==> config.mk <==
export PLATFORM = sky130hd
export DESIGN_NAME = ex_stage
export DESIGN_NICKNAME = d
export VERILOG_FILES = /design/src/rtl/ex_pkg.sv /design/src/rtl/mul_iter.sv /design/src/rtl/ex_stage.sv
export SDC_FILE = /design/constraint.sdc
export NUM_CORES = 1
export LEC_CHECK = 0
export ABC_AREA = 1
export BUFFER_PORTS_ARGS = -buffer_cell sky130_fd_sc_hd__buf_4
export CORE_MARGIN = 2
export CORE_UTILIZATION = 40
export DETAILED_ROUTE_END_ITERATION = 12
export GPL_TIMING_DRIVEN = 0
export HOLD_SLACK_MARGIN = 0.03
export PLACE_DENSITY = 0.68
export SYNTH_ARGS = -nofsm -noshare
export SYNTH_HDL_FRONTEND = slang
export SYNTH_SLANG_ARGS = --single-unit
==> constraint.sdc <==
create_clock -name clk_i -period 6.8 [get_ports clk_i]
set_input_delay 1.02 -clock clk_i [delete_from_list [all_inputs] [get_ports clk_i]]
set_output_delay 1.02 -clock clk_i [all_outputs]
set_load 0.01 [all_outputs]
==> src/rtl/ex_pkg.sv <==
// Shared definitions for the execute stage: ALU decode codes,
// FSM states and the EX/MEM result bundle.
package ex_pkg;

  localparam logic [1:0] ALUOP_ADD   = 2'b00;
  localparam logic [1:0] ALUOP_SUB   = 2'b01;
  localparam logic [1:0] ALUOP_RTYPE = 2'b10;
  localparam logic [1:0] ALUOP_ADDI  = 2'b11;

  localparam logic [5:0] FN_ADD = 6'b100000;
  localparam logic [5:0] FN_SUB = 6'b100010;
  localparam logic [5:0] FN_AND = 6'b100100;
  localparam logic [5:0] FN_OR  = 6'b100101;
  localparam logic [5:0] FN_SLT = 6'b101010;
  localparam logic [5:0] FN_MUL = 6'b011000;

  localparam int MUL_STEPS = 4;

  typedef enum logic [2:0] {
    ALU_ADD,
    ALU_SUB,
    ALU_AND,
    ALU_OR,
    ALU_SLT,
    ALU_MUL,
    ALU_NOP
  } alu_ctrl_e;

  typedef enum logic {
    S_IDLE,
    S_MUL
  } mul_state_e;

  typedef struct packed {
    logic        valid;
    logic        reg_write;
    logic        mem_to_reg;
    logic        branch;
    logic        mem_read;
    logic        mem_write;
    logic        zero;
    logic [31:0] result;
    logic [31:0] br_target;
    logic [31:0] wdata;
    logic [4:0]  rd;
  } exmem_t;

  function automatic alu_ctrl_e alu_ctrl(
    input logic [1:0] op,
    input logic [5:0] fn
  );
    alu_ctrl_e c;
    c = ALU_NOP;
    case (op)
      ALUOP_ADD, ALUOP_ADDI: c = ALU_ADD;
      ALUOP_SUB:             c = ALU_SUB;
      ALUOP_RTYPE: begin
        case (fn)
          FN_ADD:  c = ALU_ADD;
          FN_SUB:  c = ALU_SUB;
          FN_AND:  c = ALU_AND;
          FN_OR:   c = ALU_OR;
          FN_SLT:  c = ALU_SLT;
          FN_MUL:  c = ALU_MUL;
          default: c = ALU_NOP;
        endcase
      end
      default: c = ALU_NOP;
    endcase
    return c;
  endfunction

endpackage

==> src/rtl/mul_iter.sv <==
// Iterative 32x32 multiplier, low 32 bits, one 8-bit slice of b per cycle.
// Product is valid combinationally while done_o is high.
module mul_iter
  import ex_pkg::*;
(
  input  logic        clk_i,
  input  logic        rst_i,
  input  logic        clear_i,
  input  logic        start_i,
  input  logic [31:0] a_i,
  input  logic [31:0] b_i,
  output logic        done_o,
  output logic [31:0] product_o
);

  logic [31:0] a_q, b_q, acc_q;
  logic [1:0]  cnt_q;
  logic        busy_q;
  logic [4:0]  sh;
  logic [7:0]  slice;
  logic [31:0] pp, step_sum;

  assign sh       = {cnt_q, 3'b000};
  assign slice    = b_q[sh +: 8];
  assign pp       = a_q * {24'd0, slice};
  assign step_sum = acc_q + (pp << sh);

  assign done_o    = busy_q && (cnt_q == 2'(MUL_STEPS - 1));
  assign product_o = step_sum;

  always_ff @(posedge clk_i) begin
    if (rst_i || clear_i) begin
      a_q    <= '0;
      b_q    <= '0;
      acc_q  <= '0;
      cnt_q  <= '0;
      busy_q <= 1'b0;
    end else if (start_i) begin
      a_q    <= a_i;
      b_q    <= b_i;
      acc_q  <= '0;
      cnt_q  <= '0;
      busy_q <= 1'b1;
    end else if (busy_q) begin
      acc_q <= step_sum;
      if (done_o) begin
        cnt_q  <= '0;
        busy_q <= 1'b0;
      end else begin
        cnt_q <= cnt_q + 2'd1;
      end
    end
  end

endmodule

==> src/rtl/ex_stage.sv <==
// Execute stage: operand forwarding, ALU, iterative multiply and the
// EX/MEM pipeline register.
module ex_stage
  import ex_pkg::*;
(
  input  logic        clk_i,
  input  logic        rst_i,
  input  logic        valid_i,
  input  logic        RegWrite_i,
  input  logic        MemtoReg_i,
  input  logic        Branch_i,
  input  logic        MemRead_i,
  input  logic        MemWrite_i,
  input  logic        RegDst_i,
  input  logic        ALUSrc_i,
  input  logic [1:0]  ALUOp_i,
  input  logic [31:0] Adder_i,
  input  logic [31:0] RSdata_i,
  input  logic [31:0] RTdata_i,
  input  logic [31:0] Sign_Extend_i,
  input  logic [4:0]  RSaddr_i,
  input  logic [4:0]  data1_i,
  input  logic [4:0]  data2_i,
  input  logic        EXMEM_RegWrite_i,
  input  logic [4:0]  EXMEM_RD_i,
  input  logic [31:0] EXMEM_data_i,
  input  logic        MEMWB_RegWrite_i,
  input  logic [4:0]  MEMWB_RD_i,
  input  logic [31:0] MEMWB_data_i,
  input  logic        flush_i,
  output logic        valid_o,
  output logic        RegWrite_o,
  output logic        MemtoReg_o,
  output logic        Branch_o,
  output logic        MemRead_o,
  output logic        MemWrite_o,
  output logic        Zero_o,
  output logic [31:0] ALUResult_o,
  output logic [31:0] BranchTarget_o,
  output logic [31:0] WriteData_o,
  output logic [4:0]  RD_o,
  output logic        stall_o
);

  logic [31:0] op_a, fwd_b, op_b, alu_res;
  logic [31:0] mul_prod, rt_q, res_sel, wd_sel;
  logic        mul_start, mul_done, capture, stall;
  alu_ctrl_e   ctrl;
  mul_state_e  state_q, state_d;
  exmem_t      out_q, out_d;

  // EX/MEM hazard wins over MEM/WB; register 0 never forwards
  always_comb begin
    op_a = RSdata_i;
    if (EXMEM_RegWrite_i && EXMEM_RD_i != '0 && EXMEM_RD_i == RSaddr_i)
      op_a = EXMEM_data_i;
    else if (MEMWB_RegWrite_i && MEMWB_RD_i != '0 && MEMWB_RD_i == RSaddr_i)
      op_a = MEMWB_data_i;
  end

  always_comb begin
    fwd_b = RTdata_i;
    if (EXMEM_RegWrite_i && EXMEM_RD_i != '0 && EXMEM_RD_i == data1_i)
      fwd_b = EXMEM_data_i;
    else if (MEMWB_RegWrite_i && MEMWB_RD_i != '0 && MEMWB_RD_i == data1_i)
      fwd_b = MEMWB_data_i;
  end

  assign op_b = ALUSrc_i ? Sign_Extend_i : fwd_b;
  assign ctrl = alu_ctrl(ALUOp_i, Sign_Extend_i[5:0]);

  always_comb begin
    alu_res = '0;
    case (ctrl)
      ALU_ADD: alu_res = op_a + op_b;
      ALU_SUB: alu_res = op_a - op_b;
      ALU_AND: alu_res = op_a & op_b;
      ALU_OR:  alu_res = op_a | op_b;
      ALU_SLT: alu_res = {31'd0, $signed(op_a) < $signed(op_b)};
      default: alu_res = '0;
    endcase
  end

  always_comb begin
    state_d   = state_q;
    stall     = 1'b0;
    mul_start = 1'b0;
    capture   = 1'b0;
    if (rst_i || flush_i) begin
      state_d = S_IDLE;
    end else begin
      unique case (state_q)
        S_IDLE: begin
          if (valid_i && ctrl == ALU_MUL) begin
            stall     = 1'b1;
            mul_start = 1'b1;
            state_d   = S_MUL;
          end else begin
            capture = valid_i;
          end
        end
        S_MUL: begin
          if (mul_done) begin
            capture = 1'b1;
            state_d = S_IDLE;
          end else begin
            stall = 1'b1;
          end
        end
        default: state_d = S_IDLE;
      endcase
    end
  end

  assign stall_o = stall;

  // A finishing mul uses operands captured at acceptance
  assign res_sel = (state_q == S_MUL) ? mul_prod : alu_res;
  assign wd_sel  = (state_q == S_MUL) ? rt_q : fwd_b;

  always_comb begin
    out_d = '0;
    if (capture) begin
      out_d.valid      = 1'b1;
      out_d.reg_write  = RegWrite_i;
      out_d.mem_to_reg = MemtoReg_i;
      out_d.branch     = Branch_i;
      out_d.mem_read   = MemRead_i;
      out_d.mem_write  = MemWrite_i;
      out_d.zero       = (res_sel == '0);
      out_d.result     = res_sel;
      out_d.br_target  = Adder_i + (Sign_Extend_i << 2);
      out_d.wdata      = wd_sel;
      out_d.rd         = RegDst_i ? data2_i : data1_i;
    end
  end

  always_ff @(posedge clk_i) begin
    if (rst_i) begin
      state_q <= S_IDLE;
      out_q   <= '0;
      rt_q    <= '0;
    end else begin
      state_q <= state_d;
      out_q   <= out_d;
      if (flush_i)
        rt_q <= '0;
      else if (mul_start)
        rt_q <= fwd_b;
    end
  end

  mul_iter u_mul (
    .clk_i     (clk_i),
    .rst_i     (rst_i),
    .clear_i   (flush_i),
    .start_i   (mul_start),
    .a_i       (op_a),
    .b_i       (op_b),
    .done_o    (mul_done),
    .product_o (mul_prod)
  );

  assign valid_o        = out_q.valid;
  assign RegWrite_o     = out_q.reg_write;
  assign MemtoReg_o     = out_q.mem_to_reg;
  assign Branch_o       = out_q.branch;
  assign MemRead_o      = out_q.mem_read;
  assign MemWrite_o     = out_q.mem_write;
  assign Zero_o         = out_q.zero;
  assign ALUResult_o    = out_q.result;
  assign BranchTarget_o = out_q.br_target;
  assign WriteData_o    = out_q.wdata;
  assign RD_o           = out_q.rd;

endmodule
-- After elaboration in Yosys (flattened, before gate mapping)
Cells that the tools add are included.
- word-level logic and storage cells: 93
- input bits: 232
- flip-flop bits (word level): 240
- reduce and logical (&&, ||, !) cells: 18
- $add $sub $neg: 5
- bitwise operators: 4
- mux-type cells: 25
- shifts and indexed selects: 2
- $mul: 1
- $lt $le $gt $ge: 1
- equality and inequality tests: 19
- operators with widths (kind ; count):
    32-bit 2-to-1 mux ; 7
    32-bit case mux with 5 select lines ; 1
    108-bit 2-to-1 mux ; 1
    32-bit adder ; 3
    32-bit bitwise AND ; 1
    32-bit zero test ; 1
    32-bit < comparator ; 1
    32-bit by 8-bit multiplier with 32-bit output ; 1
    32-bit bitwise OR ; 1
    32-bit by 6-bit indexed part select with 8-bit output ; 1
    32-bit by 5-bit left shift with 32-bit output ; 1
    32-bit subtractor ; 1
    6-bit == test (second input constant) ; 5
    5-bit == test ; 4
    3-bit case mux with 6 select lines ; 1
    1-bit 2-to-1 mux ; 10
    5-bit nonzero test ; 2
    3-bit case mux with 3 select lines ; 1
    1-bit logical AND ; 8
    2-bit OR reduction ; 4
    2-bit == test (second input constant) ; 3
    3-bit by 2-bit == test with 1-bit output (second input constant) ; 2
    3-bit == test (second input constant) ; 2
    6-bit by 5-bit == test with 1-bit output (second input constant) ; 1
    10 further kinds ; 12

-- Depth between registers and ports, before layout
- word-level depth: 11
- depth in mapped cells: 49
- gate-level depth less buffers: 45

-- Modules after synthesis
Synthesis repeated with hierarchy kept, for this count alone.
- cell total of the unflattened synthesis: 4338
- area total of the unflattened synthesis: 27176.1 um^2
- modules (own cells, without submodules) (module ; instances ; area each (um^2) ; sequential area each (um^2) ; cells an instance):
    ex_stage ; 1 ; 14774.2 ; 2822.7 ; 2565
    mul_iter ; 1 ; 12401.9 ; 1981.9 ; 1773

-- Least setup slack after synthesis
No wires, ideal clock.
- path type: register to register
- start point: reg u_mul.cnt_q[0]
- end point: reg out_q (netlist bit Zero_o)
- data required time: 6736 ps
- path slack: -187 ps
- period minus slack after synthesis: 6987 ps
- cell stages (with the launch flop): 39
- arrival: 6923 ps
- path through: dfxtp_1 -> buf_4 -> inv_2 -> buf_4 -> nand2_1 -> nand3_1 -> nand2_1 -> clkbuf_1 -> clkbuf_1 -> nor2_1 -> fa_1 -> fa_1 -> fa_1 -> inv_1 -> fa_1 -> inv_1 -> ha_1 -> a21o_1 -> [... 3 more ...] -> o21ai_0 -> nand2_1 -> o211ai_1 -> or2_2 -> nand3_1 -> a31oi_1 -> ha_1 -> a21oi_1 -> o21ai_0 -> a221oi_1 -> nand2_1 -> xor2_1 -> nor2_1 -> a21oi_1 -> nand3_1 -> nor2_1 -> nand4_1 -> nor2_1
- word-level cells in the longest chain between the ends: 7
- elaborated cells between the ends (all ways): 13
- classes of those cells: add/sub: 1; mul: 1; eq/ne: 1; shift: 2; mux: 4; bitwise: 1; reduce/logical: 3
- RTL lines (what ; RTL line ; source):
    start, declared ; mul_iter.sv:17 ; logic [1:0] cnt_q;
    start signal, assigned ; mul_iter.sv:50 ; cnt_q <= cnt_q + 2'd1;
    branches (longest 7 deep; another with 32-bit by 8-bit multiplier with 32-bit output) ; n/a ;
    end signal, assigned ; ex_stage.sv:145 ; out_q <= out_d;
    end, declared ; ex_stage.sv:50 ; exmem_t out_q, out_d;
Several ways; the timed one is not identified.
A chain may end at the register's enable or synchronous reset.

-- Final worst setup path
Ends and elaborated chain as after synthesis.

==> impl_summary.txt <==
----------------------------------------------------
[Placement]
  Area after DPL ... 28900 sq um
  Total instance count after detailed placement ... roughly 5000
  Worst slack at placement ... -2.26 ns
  Routability congestion estimate ... between 1 and 1.5
  Buffers added on ports ... 339
  HPWL after detailed placement ... 93100 microns

[Worst setup path]
  Dominant delay contributor by cell family on the critical path ... adder cells
  Critical path launch point type ... flip-flop
  Critical-path maximum fanout ... 10
  Sum of buffers and inverters on the critical path ... 7
  CP most frequent cell ... nor2_1
  Path type of the worst setup path ... flip-flop to flip-flop
  Max stage delay cell, worst path ... fa_1
  Peak per-stage delay on the critical path ... 0.59 ns
  R2r startpoint ... u_mul.cnt_q[0]$_SDFFE_PP0P_
  Crit. End Element ... flip-flop
  Crit path launch ... u_mul.cnt_q[0]$_SDFFE_PP0P_
  Crit path required time ... 7.34 ns
  Data arrival at the endpoint of the critical path ... 7.85 ns

[Pwr]
  Overall power of the completed layout ... 4.72 mW
  Total leakage power ... 16.0 nW
  Power density over cell area ... 142 nW/um^2
  IR Drop Worst-Case VDD ... 165 uV

[Die]
  Core region area ... about 63000 sq um
  Horizontal extent of the die ... between 200 and 300 microns
  Count of standard-cell rows ... 92
  Effective utilization at floorplan ... 0.403
  Die footprint ... 65200 sq um
  Chip height ... 255 microns
  Count of pins on the block boundary ... 341

[Clocking]
  Bufs on Longest Clock Path ... 3
  # H-tree levels ... 1
  Clock network latency to the later pin of the worst-skew pair ... 0.64 ns
  # clock sinks ... 240
  Root buffer cell ... clkbuf_16
  TritonCTS Buffers ... 31
  Clock transition at path regs ... 0.07 ns
  Clock tree from TritonCTS ... built

[Cells and area]
  Number of nets in the layout ... 4967
  Fraction of final layout cells with drive strength greater than 1 ... 0.222
  Core Util, Final ... 0.531
  Finished Cell Area ... 33300 sq um
  Non-filler cells, final ... 5245
  Most common library cell in the layout ignoring fill and taps ... nand2_1
  P&R area growth vs syn ... 31.8%
  Commonest cells after routing, fill and taps aside ... nand2_1 (788), inv_1 (524), buf_4 (466)

[Drt]
  Post-detailed-route wirelength per cell ... 22.3 microns
  Post-route DRC ... 0
  Post-route antenna net violation count ... 0
  Via count of the routed design ... 29023
  Total wire length ... 117000 microns
  Number of vias per cell ... 5.53
  Violation count after the first detailed-routing iteration ... 2815
  Count of TritonRoute iterations in the first routing pass ... 6

[STA]
  Setup_tns ... -3.08 ns
  Max-slew headroom ... 0.134
  Peak clock frequency supported by timing ... 137 MHz
  Setup slack of the critical path after layout ... -0.516 ns
  Final Hold Vio Count ... 0
  Final clock period utilization by the worst path ... 1.08
  Unrepaired setup endpoints after global routing ... true
  Worst clock skew ... 0.0552 ns
  Number of endpoints failing setup at the final stage ... 12
  Worst Hold Slack ... 0.440 ns
  Max Slew Vio Count ... 0
  Slew of the pin with the lowest slew margin ... 1.29 ns
  Min cycle time layout ... 7.32 ns

[Global route]
  Number of global-route vias before repair ... 28672
  GR Util met1 ... 0.424
  Met2 routing resource usage after global routing ... 0.564
  GRT busiest layer ... met2
  Global-route wire length before repair ... 173000 microns
  Number of antenna violations at the first check in global routing ... 1
  Pin count of the biggest net entering global routing ... 17
  Overflow left after global routing ... 0
  Total global routing track utilization ... 0.343
  Met3 track utilization from global routing ... 0.0694

[Synth]
  Synth Net Count ... approximately 4500
  Post-synth top flop ... dfxtp_1
  Yosys warnings ... 0
  Proportion of synthesized chip area in sequential cells ... 0.190
  Post-synthesis instance area ... 25300 sq um
  Count of unique library cells instantiated by Yosys ... 55
  Fraction of synthesis flops using an asynchronous set or reset pin ... 0
  Post-synthesis register bit count ... 240
  Post-synthesis instance total ... 3863
  Post-Synthesis Mean Instance Area ... ~6.5 sq um
  Number of enable-type register cells in the synthesized netlist ... 0

[Flow run]
  # Max-Cap Violations ... 0

[Run status]
  Violated checks ... negative setup slack
  Result of the run ... finished with violations

[Min path]
  Worst Hold Launch ... rt_q[17]$_SDFFE_PN0P_
  Worst hold path class ... flip-flop to flip-flop

----------------------------------------------------
synthesized netlist by cell type (16+ instances only):
master / number / share of area
nor2_1: 435 / 0.065
nand4_1: 24 / 0.0059
a31oi_1: 18 / 0.0045
nand3b_1: 22 / 0.0065
o21bai_1: 17 / 0.0050
fa_1: 160 / 0.13
dfxtp_1: 240 / 0.19
xnor2_1: 24 / 0.0083
nand3_1: 186 / 0.037
a21o_1: 16 / 0.0048
o22ai_1: 44 / 0.011
inv_1: 547 / 0.081
nor3_1: 32 / 0.0063
a21oi_1: 307 / 0.061
nand2_1: 835 / 0.12
xor2_1: 56 / 0.019
or2_2: 20 / 0.0049
inv_2: 24 / 0.0036
clkbuf_1: 95 / 0.014
ha_1: 202 / 0.10
o21ai_1: 75 / 0.015
o21ai_0: 311 / 0.062
buf_2: 44 / 0.0087
worst reg2reg max path, delay by kind of cell (launching register included):
kind	cells	cell delay, ns
adders and majority gates	6	2.63
buffers and inverters	7	0.82
AOI/OAI and AO/OA	10	1.74
and+or+nand+nor	14	1.26
xor gates and xnor gates	2	0.39
DFF	1	0.41
final timing paths:
kind	endpoint	slack (ns)	depth (start not counted)
setup / recovery	Zero_o$_SDFF_PP0_	-0.52	39
hold / removal	WriteData_o[17]$_SDFF_PP0_	0.44	2
setup reg to reg	Zero_o$_SDFF_PP0_	-0.52	39
hold reg to reg	WriteData_o[17]$_SDFF_PP0_	0.44	2
sequential cells by signal (all words and copies together), names as in the netlist, 2 cells and up:
| name | count |
|---|---|
| u_mul.acc_q | 32 |
| u_mul.a_q | 32 |
| BranchTarget_o | 32 |
| rt_q | 32 |
| RD_o | 5 |
| u_mul.cnt_q | 2 |
| u_mul.b_q | 32 |
| ALUResult_o | 32 |
| WriteData_o | 32 |
kinds of logic (layout without fill, tap and decap cells):
| family | count (synthesis) | in the layout | synth area share |
|---|---|---|---|
| other | 0 | 3 | 0 |
| adders and majority gates | 362 | 362 | 0.227 |
| muxes | 6 | 6 | 0.00238 |
| AOI/OAI and AO/OA | 853 | 853 | 0.183 |
| and+or+nand+nor | 1582 | 1582 | 0.257 |
| xor gates and xnor gates | 80 | 80 | 0.0277 |
| buffers and inverters | 740 | 1273 | 0.114 |
| DFF | 240 | 240 | 0.190 |
repair_timing:
item	in CTS	in global routing
setup endpoints to repair	47	40
cloned	3	0
pin swaps	93	139
hold buffers	0	0
resized for setup	289	236
buffers inserted	106	40
where the power goes:
part | internal (mW) | switching (mW)
Sequential | 1.43 | 0.00940
Clock | 1.04 | 0.767
Combinational | 0.477 | 0.993
Total | 2.95 | 1.77
layer usage:
metal	wire (microns)	part of all wire
met5	0	0
met4	7460	0.064
met3	11200	0.096
met2	53100	0.45
met1	45100	0.39
final cells by class:
type | instances | area (sq um)
fillers | 6111 | 29400
clock inverters | 22 | 275
clock buffers | 34 | 797
repair buffers | 479 | 3720
multi-input cells | 2883 | 19600
diodes | 3 | 7.51
plain buffers | 154 | 845
well taps | 846 | 1060
inverters | 584 | 2220
flip-flops and latches | 240 | 4810
No activity file was read; power rests on OpenSTA's default activity.
